[config.mk]
export PLATFORM = sky130hd
export DESIGN_NAME = mem2axil_master
export DESIGN_NICKNAME = d
export VERILOG_FILES = /design/src/rtl/mem2axil_master_pkg.sv /design/src/rtl/mem2axil_master.sv
export SDC_FILE = /design/constraint.sdc
export NUM_CORES = 1
export LEC_CHECK = 0
export ABC_CLOCK_PERIOD_IN_PS = 1900
export BUFFER_PORTS_ARGS = -buffer_cell sky130_fd_sc_hd__buf_2
export CAP_MARGIN = 5
export CORE_MARGIN = 3
export CORE_UTILIZATION = 39
export CTS_BUF_LIST = sky130_fd_sc_hd__clkbuf_8
export CTS_CLUSTER_SIZE = 8
export DETAILED_ROUTE_END_ITERATION = 16
export GPL_TIMING_DRIVEN = 0
export PLACE_DENSITY = 0.73
export SLEW_MARGIN = 10
export SYNTH_ARGS = -nofsm -noshare
export SYNTH_HDL_FRONTEND = slang
export SYNTH_SLANG_ARGS = --single-unit
[constraint.sdc]
create_clock -name clk_i -period 1.9 [get_ports clk_i]
set_input_delay 0.38 -clock clk_i [delete_from_list [all_inputs] [get_ports clk_i]]
set_output_delay 0.38 -clock clk_i [all_outputs]
set_load 0.02 [all_outputs]
[src/rtl/mem2axil_master_pkg.sv]
// Shared definitions for the native-memory to AXI4-Lite initiator:
// state encodings, AXI response codes, protection values and the
// read data returned when a response never arrives.
package mem2axil_master_pkg;

  typedef enum logic [2:0] {
    ST_IDLE  = 3'd0,
    ST_WADDR = 3'd1,
    ST_WRESP = 3'd2,
    ST_RADDR = 3'd3,
    ST_RDATA = 3'd4,
    ST_DONE  = 3'd5
  } state_t;

  localparam logic [1:0] AXI_RESP_OKAY   = 2'b00;
  localparam logic [1:0] AXI_RESP_EXOKAY = 2'b01;
  localparam logic [1:0] AXI_RESP_SLVERR = 2'b10;
  localparam logic [1:0] AXI_RESP_DECERR = 2'b11;

  localparam logic [2:0] PROT_DATA  = 3'b000;
  localparam logic [2:0] PROT_INSTR = 3'b100;

  localparam logic [31:0] TIMEOUT_RDATA = 32'hDEAD_BEEF;

  // Both error responses have bit 1 set; OKAY/EXOKAY are successes.
  function automatic logic resp_is_err(input logic [1:0] resp);
    return (resp == AXI_RESP_SLVERR) || (resp == AXI_RESP_DECERR);
  endfunction

endpackage

[src/rtl/mem2axil_master.sv]
// Single-outstanding AXI4-Lite initiator driven by a picorv32-style
// native memory port (valid/ready, wstrb != 0 means write).
// Optional response-wait timeout: define MEM2AXIL_TIMEOUT_EN.
module mem2axil_master
  import mem2axil_master_pkg::*;
#(
  parameter int ADDR_WIDTH  = 32,
  parameter int DATA_WIDTH  = 32,
  parameter int TIMEOUT_CYC = 1024
) (
  input  logic                    clk_i,
  input  logic                    rst_i,
  input  logic                    mem_valid_i,
  input  logic                    mem_instr_i,
  input  logic [ADDR_WIDTH-1:0]   mem_addr_i,
  input  logic [DATA_WIDTH-1:0]   mem_wdata_i,
  input  logic [DATA_WIDTH/8-1:0] mem_wstrb_i,
  output logic                    mem_ready_o,
  output logic [DATA_WIDTH-1:0]   mem_rdata_o,
  output logic                    mem_err_o,
  output logic                    mem_axi_awvalid,
  input  logic                    mem_axi_awready,
  output logic [ADDR_WIDTH-1:0]   mem_axi_awaddr,
  output logic [2:0]              mem_axi_awprot,
  output logic                    mem_axi_wvalid,
  input  logic                    mem_axi_wready,
  output logic [DATA_WIDTH-1:0]   mem_axi_wdata,
  output logic [DATA_WIDTH/8-1:0] mem_axi_wstrb,
  input  logic                    mem_axi_bvalid,
  output logic                    mem_axi_bready,
  input  logic [1:0]              mem_axi_bresp,
  output logic                    mem_axi_arvalid,
  input  logic                    mem_axi_arready,
  output logic [ADDR_WIDTH-1:0]   mem_axi_araddr,
  output logic [2:0]              mem_axi_arprot,
  input  logic                    mem_axi_rvalid,
  output logic                    mem_axi_rready,
  input  logic [DATA_WIDTH-1:0]   mem_axi_rdata,
  input  logic [1:0]              mem_axi_rresp
);

  // Reject configurations the datapath cannot honour.
  if (DATA_WIDTH != 32 || TIMEOUT_CYC < 2) begin : g_param_check
    $error("mem2axil_master: DATA_WIDTH must be 32 and TIMEOUT_CYC >= 2");
  end

  state_t state_reg, state_next;

  logic                    awvalid_reg, awvalid_next;
  logic                    wvalid_reg,  wvalid_next;
  logic                    bready_reg,  bready_next;
  logic                    arvalid_reg, arvalid_next;
  logic                    rready_reg,  rready_next;
  logic                    ready_reg,   ready_next;
  logic                    err_reg,     err_next;
  logic [ADDR_WIDTH-1:0]   addr_reg,    addr_next;
  logic [DATA_WIDTH-1:0]   wdata_reg,   wdata_next;
  logic [DATA_WIDTH/8-1:0] wstrb_reg,   wstrb_next;
  logic [2:0]              arprot_reg,  arprot_next;
  logic [DATA_WIDTH-1:0]   rdata_reg,   rdata_next;

  // A write channel is finished once its valid has dropped or is being accepted now.
  logic aw_done, w_done;
  assign aw_done = !awvalid_reg || mem_axi_awready;
  assign w_done  = !wvalid_reg  || mem_axi_wready;

  logic timeout_hit;

`ifdef MEM2AXIL_TIMEOUT_EN
  localparam int CNT_W = $clog2(TIMEOUT_CYC);

  logic [CNT_W-1:0] cnt_reg;
  logic             waiting;
  logic             completing;

  assign waiting    = (state_reg == ST_WADDR) || (state_reg == ST_WRESP) ||
                      (state_reg == ST_RADDR) || (state_reg == ST_RDATA);
  // A response arriving in the last allowed cycle still wins over the timeout.
  assign completing = ((state_reg == ST_WRESP) && mem_axi_bvalid) ||
                      ((state_reg == ST_RDATA) && mem_axi_rvalid);
  assign timeout_hit = waiting && !completing && (cnt_reg == CNT_W'(TIMEOUT_CYC - 1));

  // Wait counter: held at zero in IDLE so it starts fresh for every transaction.
  always_ff @(posedge clk_i) begin
    if (rst_i) begin
      cnt_reg <= '0;
    end else if (state_reg == ST_IDLE) begin
      cnt_reg <= '0;
    end else if (waiting) begin
      cnt_reg <= cnt_reg + 1'b1;
    end
  end
`else
  assign timeout_hit = 1'b0;
`endif

  // State and output registers.
  always_ff @(posedge clk_i) begin
    if (rst_i) begin
      state_reg   <= ST_IDLE;
      awvalid_reg <= 1'b0;
      wvalid_reg  <= 1'b0;
      bready_reg  <= 1'b0;
      arvalid_reg <= 1'b0;
      rready_reg  <= 1'b0;
      ready_reg   <= 1'b0;
      err_reg     <= 1'b0;
      addr_reg    <= '0;
      wdata_reg   <= '0;
      wstrb_reg   <= '0;
      arprot_reg  <= PROT_DATA;
      rdata_reg   <= '0;
    end else begin
      state_reg   <= state_next;
      awvalid_reg <= awvalid_next;
      wvalid_reg  <= wvalid_next;
      bready_reg  <= bready_next;
      arvalid_reg <= arvalid_next;
      rready_reg  <= rready_next;
      ready_reg   <= ready_next;
      err_reg     <= err_next;
      addr_reg    <= addr_next;
      wdata_reg   <= wdata_next;
      wstrb_reg   <= wstrb_next;
      arprot_reg  <= arprot_next;
      rdata_reg   <= rdata_next;
    end
  end

  // Next-state logic; DONE always returns to IDLE so a held valid is not re-accepted.
  always_comb begin
    state_next = state_reg;
    case (state_reg)
      ST_IDLE:  if (mem_valid_i) state_next = (mem_wstrb_i != '0) ? ST_WADDR : ST_RADDR;
      ST_WADDR: if (aw_done && w_done) state_next = ST_WRESP;
      ST_WRESP: if (mem_axi_bvalid) state_next = ST_DONE;
      ST_RADDR: if (mem_axi_arready) state_next = ST_RDATA;
      ST_RDATA: if (mem_axi_rvalid) state_next = ST_DONE;
      ST_DONE:  state_next = ST_IDLE;
      default:  state_next = ST_IDLE;
    endcase
    if (timeout_hit) state_next = ST_DONE;
  end

  // Next values of the registered outputs; request fields are latched only on acceptance.
  always_comb begin
    awvalid_next = awvalid_reg;
    wvalid_next  = wvalid_reg;
    bready_next  = bready_reg;
    arvalid_next = arvalid_reg;
    rready_next  = rready_reg;
    ready_next   = 1'b0;
    err_next     = err_reg;
    addr_next    = addr_reg;
    wdata_next   = wdata_reg;
    wstrb_next   = wstrb_reg;
    arprot_next  = arprot_reg;
    rdata_next   = rdata_reg;
    case (state_reg)
      ST_IDLE: begin
        if (mem_valid_i) begin
          addr_next = mem_addr_i;
          if (mem_wstrb_i != '0) begin
            wdata_next   = mem_wdata_i;
            wstrb_next   = mem_wstrb_i;
            awvalid_next = 1'b1;
            wvalid_next  = 1'b1;
          end else begin
            arprot_next  = mem_instr_i ? PROT_INSTR : PROT_DATA;
            arvalid_next = 1'b1;
          end
        end
      end
      ST_WADDR: begin
        if (mem_axi_awready) awvalid_next = 1'b0;
        if (mem_axi_wready)  wvalid_next  = 1'b0;
        if (aw_done && w_done) bready_next = 1'b1;
      end
      ST_WRESP: begin
        if (mem_axi_bvalid) begin
          bready_next = 1'b0;
          err_next    = resp_is_err(mem_axi_bresp);
          ready_next  = 1'b1;
        end
      end
      ST_RADDR: begin
        if (mem_axi_arready) begin
          arvalid_next = 1'b0;
          rready_next  = 1'b1;
        end
      end
      ST_RDATA: begin
        if (mem_axi_rvalid) begin
          rdata_next  = mem_axi_rdata;
          err_next    = resp_is_err(mem_axi_rresp);
          rready_next = 1'b0;
          ready_next  = 1'b1;
        end
      end
      default: begin
      end
    endcase
    if (timeout_hit) begin
      awvalid_next = 1'b0;
      wvalid_next  = 1'b0;
      bready_next  = 1'b0;
      arvalid_next = 1'b0;
      rready_next  = 1'b0;
      ready_next   = 1'b1;
      err_next     = 1'b1;
      rdata_next   = TIMEOUT_RDATA;
    end
  end

  assign mem_ready_o     = ready_reg;
  assign mem_rdata_o     = rdata_reg;
  assign mem_err_o       = err_reg;
  assign mem_axi_awvalid = awvalid_reg;
  assign mem_axi_awaddr  = addr_reg;
  assign mem_axi_awprot  = PROT_DATA;
  assign mem_axi_wvalid  = wvalid_reg;
  assign mem_axi_wdata   = wdata_reg;
  assign mem_axi_wstrb   = wstrb_reg;
  assign mem_axi_bready  = bready_reg;
  assign mem_axi_arvalid = arvalid_reg;
  assign mem_axi_araddr  = addr_reg;
  assign mem_axi_arprot  = arprot_reg;
  assign mem_axi_rready  = rready_reg;

endmodule

### After elaboration in Yosys (flattened, before gate mapping)

Index checks and enable logic that the tools add are counted.

| cells by class | value |
|---|---|
| add/sub/neg operators | 0 |
| $mul | 0 |
| divide/modulo/power cells | 0 |
| magnitude comparators | 0 |
| equal/unequal tests | 17 |
| shift-type cells | 0 |
| multiplexer cells | 30 |
| bitwise logic cells | 1 |
| reductions and logical operators | 25 |

Operators with widths:

| cell | number |
|---|---|
| $mux W3 | 6 |
| $ne A2 B2 Y1 const B | 9 |
| $mux W1 | 15 |
| $pmux W3 S5 | 1 |
| $reduce_and A3 Y1 | 5 |
| $pmux W1 S2 | 7 |
| $reduce_and A4 Y1 | 3 |
| $reduce_bool A2 Y1 | 5 |
| $eq A2 B2 Y1 const B | 4 |
| $eq A3 B2 Y1 const B | 2 |
| $reduce_and A5 Y1 | 1 |
| $logic_or A1 B1 Y1 | 4 |
| $reduce_and A2 Y1 | 2 |
| $reduce_bool A4 Y1 | 1 |
| $eq A3 B1 Y1 const B | 1 |
| $eq A3 B3 Y1 const B | 1 |
| $logic_not A3 Y1 | 1 |
| $logic_not A1 Y1 | 2 |
| $mux W2 | 1 |
| $logic_and A1 B1 Y1 | 1 |
| $not A1 Y1 | 1 |

| word-level totals | value |
|---|---|
| bits in registers | 113 |
| latch bits | 0 |
| RAM bits | 0 |
| ROM bits | 0 |
| bits of input ports | 113 |
| output and inout bits | 145 |
| word-level logic and storage cells | 86 |
| memories | 0 |

### Longest topological paths before layout

| logic depth | value |
|---|---|
| depth after elaboration | 5 |
| depth in mapped cells | 7 |
| gate-level depth less buffers | 4 |

### Worst setup path before layout

Ideal clock, no wire load.

| timing path | value |
|---|---|
| path kind | input -> register |
| from | input port mem_wstrb_i[3] |
| to | register wdata_reg[10], in the netlist mem_axi_wdata[10] |
| setup time | 71 ps |
| arrival | 1482 ps |
| data required time | 1829 ps |
| slack | 348 ps |
| stages on the path | 5 |
| buffers on the path | 1 |
| cells stage by stage | or4_1 > nand2_1 > buf_2 > nand2_1 > a21oi_1 |

| on the way | value |
|---|---|
| longest elaborated chain between the ends | 2 |

Ends and longest elaborated chain:

| what | RTL line | RTL |
|---|---|---|
| start: declaration | mem2axil_master.sv:17 | `input logic [DATA_WIDTH/8-1:0] mem_wstrb_i,` |
| $reduce_bool A4 Y1 | mem2axil_master.sv:163 | `if (mem_wstrb_i != '0) begin` |
| $reduce_and A3 Y1 (no source line) | n/a |  |
| end signal: assignment | mem2axil_master.sv:123 | `wdata_reg <= wdata_next;` |
| end: declaration | mem2axil_master.sv:57 | `logic [DATA_WIDTH-1:0] wdata_reg, wdata_next;` |

Every way passes these cells.
A chain may end at the register's enable or synchronous reset.

### Worst setup path in the final report

| timing path | value |
|---|---|
| from | register state_reg[2] |
| to | register wdata_reg[10], in the netlist mem_axi_wdata[10] |

| on the way | value |
|---|---|
| longest elaborated chain between the ends | 2 |

Ends and longest elaborated chain:

| what | RTL line | RTL |
|---|---|---|
| start: declaration | mem2axil_master.sv:47 | `state_t state_reg, state_next;` |
| start signal: assignment | mem2axil_master.sv:114 | `state_reg <= state_next;` |
| $logic_not A3 Y1 | mem2axil_master.sv:159 | `case (state_reg)` |
| $reduce_and A3 Y1 (no source line) | n/a |  |

Every way passes these cells.

==> results.cfg <==
[min_path]
hold_path_startpoint = mem_axi_awready
hold_class = input pin to register

[timing]
rsz0062_at_grt = false
finClkSkew_ps = 9.60
setup_slack_ps = 93.9
hold_slack_ps = 194
fin_crit_sh_pct = 95.1
setup_viol = 0
fmax_ghz = 0.554
hold_viol = 0
max-slew-margin-rel_pct = 55.3
fin_crit_ps = 1810
worst_slew_pin_slew_ps = 665
report.final.slew_viol_count = 0

[route]
avgViaCountPerCell = 4.74
wire_per_inst_um = 13.8
drcViolationCount = 0
dr_total_vias = 4475
routed_wl_um = 13000
first_iter_violations = 301
postRouteAntennaNets = 0
firstDrtPassIters = 4

[synth]
ys_top_cells_by_area = dfxtp_1, nand2_1, a21oi_1, buf_4, clkbuf_1
synth.avg_cell_area_sq_um = 7.99
yosysTopAreaCell = dfxtp_1
synth-seq-area-share_pct = 51.7
ys_warn_count = 0
synth_edf_count = 0
async_reset_ff_share_pct = 0
synthesis.area_sq_mm = 0.00430
synthFlopType = dfxtp_1
synth_cell_type_count = 38
yosys.area.top_type_share_pct = 51.7
ys_ff_latch = 111
syn_inst = 538

[grt]
overflow = 0
grt_pass1_vias = 4250
grt_util_met1_pct = 22.6
grt_max_degree = 17
grtUsageMet3_pct = 6.06
antenna_found_initial = 1
grt_use_total_pct = 19.9
grt_pass1_wl_um = 20400
top_usage_layer = met2
grtUsageMet2_pct = 35.2

[final_layout]
layout-drive-gt1-share_pct = 40.0
fin_nets = 916
fillers = 1006
area_growth_pct = 38.2

[placed_design]
port_buffers = 249
place_ws_ps = -92.6
place.gp.congestion = 0.831
dpl.hpwl_um = 10200

[cts]
clockBufferDepth = 2
h-tree-depth = 3
post_cts_buffers = 0
cts_hold_buf = 0
clkLatencyLatePin_ps = 360
root_buffer = clkbuf_8
path_clk_slew_ps = 100
cts_tree = yes
cts_inserted_buffers = 9
clock-sinks = 111

[floorplanning]
placementRows = 37
io_pins = 258
placeableCoreArea_sq_mm = 0.0105
die-width_um = 111
die_y_um = 111
dieArea_sq_mm = 0.0123
start_util_pct = 40.9

[critical_path]
slowest_stage = or4b_1
cp_max_fo = 10
path_class = register to register
r2r-start = state_reg[2]$_SDFFE_PP0P_
crit_path_end_kind = register
startpoint = state_reg[2]$_SDFFE_PP0P_
max_stage_delay_ps = 530
path_cells = or4b_1, buf_4, nor2_4, buf_6, nand2_1, a21oi_1
required_ps = 2190
start_kind = register
worst-endpoint-arrival_ps = 2090

[power_and_ir_drop]
leakage_uw = 0.00292
irDropWorstVdd_v = 0.000540
powerDensity_mw_per_mm2 = 1220

[flow_run]
maxCapViolCount = 0

[outcome]
status = finished, final reports clean
[path summary, 6_finish.rpt]
path | endpoint | slack, ps | cells past startpoint
setup / recovery | mem_axi_wdata[10]$_SDFFE_PP0P_ | 90 | 6
hold / removal | mem_axi_awvalid$_SDFFE_PP0P_ | 190 | 2
setup reg to reg | mem_axi_wdata[10]$_SDFFE_PP0P_ | 90 | 6
hold reg to reg | mem_rdata_o[7]$_SDFFE_PP0P_ | 450 | 2
[cell families (layout without fill, tap and decap cells)]
group | after synthesis | in the layout | share of synthesized area, %
simple gates | 228 | 228 | 22.0
flops | 111 | 111 | 51.7
other cells | 1 | 6 | 0.0872
compound gates | 124 | 124 | 15.7
buf+inv | 74 | 339 | 10.5
[power breakdown]
part	internal, uW	switching [uW]	total, uW
Clock	590	744	1330
Combinational	1110	1830	2930
Sequential	2720	248	2970
[Yosys cell counts, types with 2 or more instances]
library cell / number
a211oi_1: 2
a21oi_1: 104
a22oi_1: 4
a311oi_1: 2
a31oi_1: 2
buf_2: 11
buf_4: 37
buf_6: 3
clkbuf_1: 22
dfxtp_1: 111
nand2_1: 194
nand2b_1: 3
nand3_1: 3
nand3b_1: 2
nand4_1: 2
nor2_1: 9
nor3_1: 3
o21ai_0: 2
o31ai_1: 2
or4_1: 2
[repair_timing]
item,CTS,global route
setup endpoints to repair,51,45
gates cloned,0,1
pin swaps,0,2
gates resized for setup,1,10
[final cells by class]
| type | count | area [sq um] | share of cell area [%] |
|---|---|---|---|
| timing repair buffer | 250 | 1250 | 21.1 |
| clock inverter | 6 | 56.3 | 0.948 |
| inverter | 1 | 3.75 | 0.0632 |
| tap | 136 | 170 | 2.86 |
| antenna | 1 | 2.50 | 0.0421 |
| sequential | 111 | 2220 | 37.4 |
| multi-input combinational | 357 | 1650 | 27.8 |
| buffer | 73 | 455 | 7.67 |
| clock buffer | 9 | 124 | 2.09 |
[cells in the final DEF, fill, tap and decap left out, drive strengths merged, types with 2 or more instances in the layout]
cell type / count
conb: 5
clkbuf: 31
clkinvlp: 2
nand3: 3
dfxtp: 111
nand3b: 2
a311oi: 2
a31oi: 2
a211oi: 2
buf: 301
or4: 2
nand4: 2
nand2b: 3
o31ai: 2
nor3: 3
a22oi: 4
nand2: 194
inv: 4
nor2: 10
o21ai: 2
a21oi: 104
[worst max-delay path: cells and delay by family (launching register included)]
| family | cells | cell delay (ps) |
|---|---|---|
| compound gates | 1 | 120 |
| buf+inv | 2 | 380 |
| flops | 1 | 370 |
| simple gates | 3 | 860 |
[routing by layer]
metal / vias up / wire length [um] / part of all wire [%]
li1: 2245 / - / -
met1: 2020 / 5250 / 40
met2: 187 / 6390 / 49
met3: 23 / 1040 / 8.0
met4: 0 / 298 / 2.3
met5: - / 0 / 0
[per-stage QoR]
stage	cell area [sq um]	TNS [ps]	power (uW)	util (%)	cells
2_1_floorplan	4310	0	4950	-	542
3_3_place_gp	5730	-2870	5850	54.5	927
3_5_place_dp	5730	-1760	5930	54.5	927
4_1_cts	5920	0	7280	56.3	942
5_1_grt	5940	0	7700	56.5	944
6_report	5940	0	7240	56.5	944
Power figures use the tool's default switching activity.
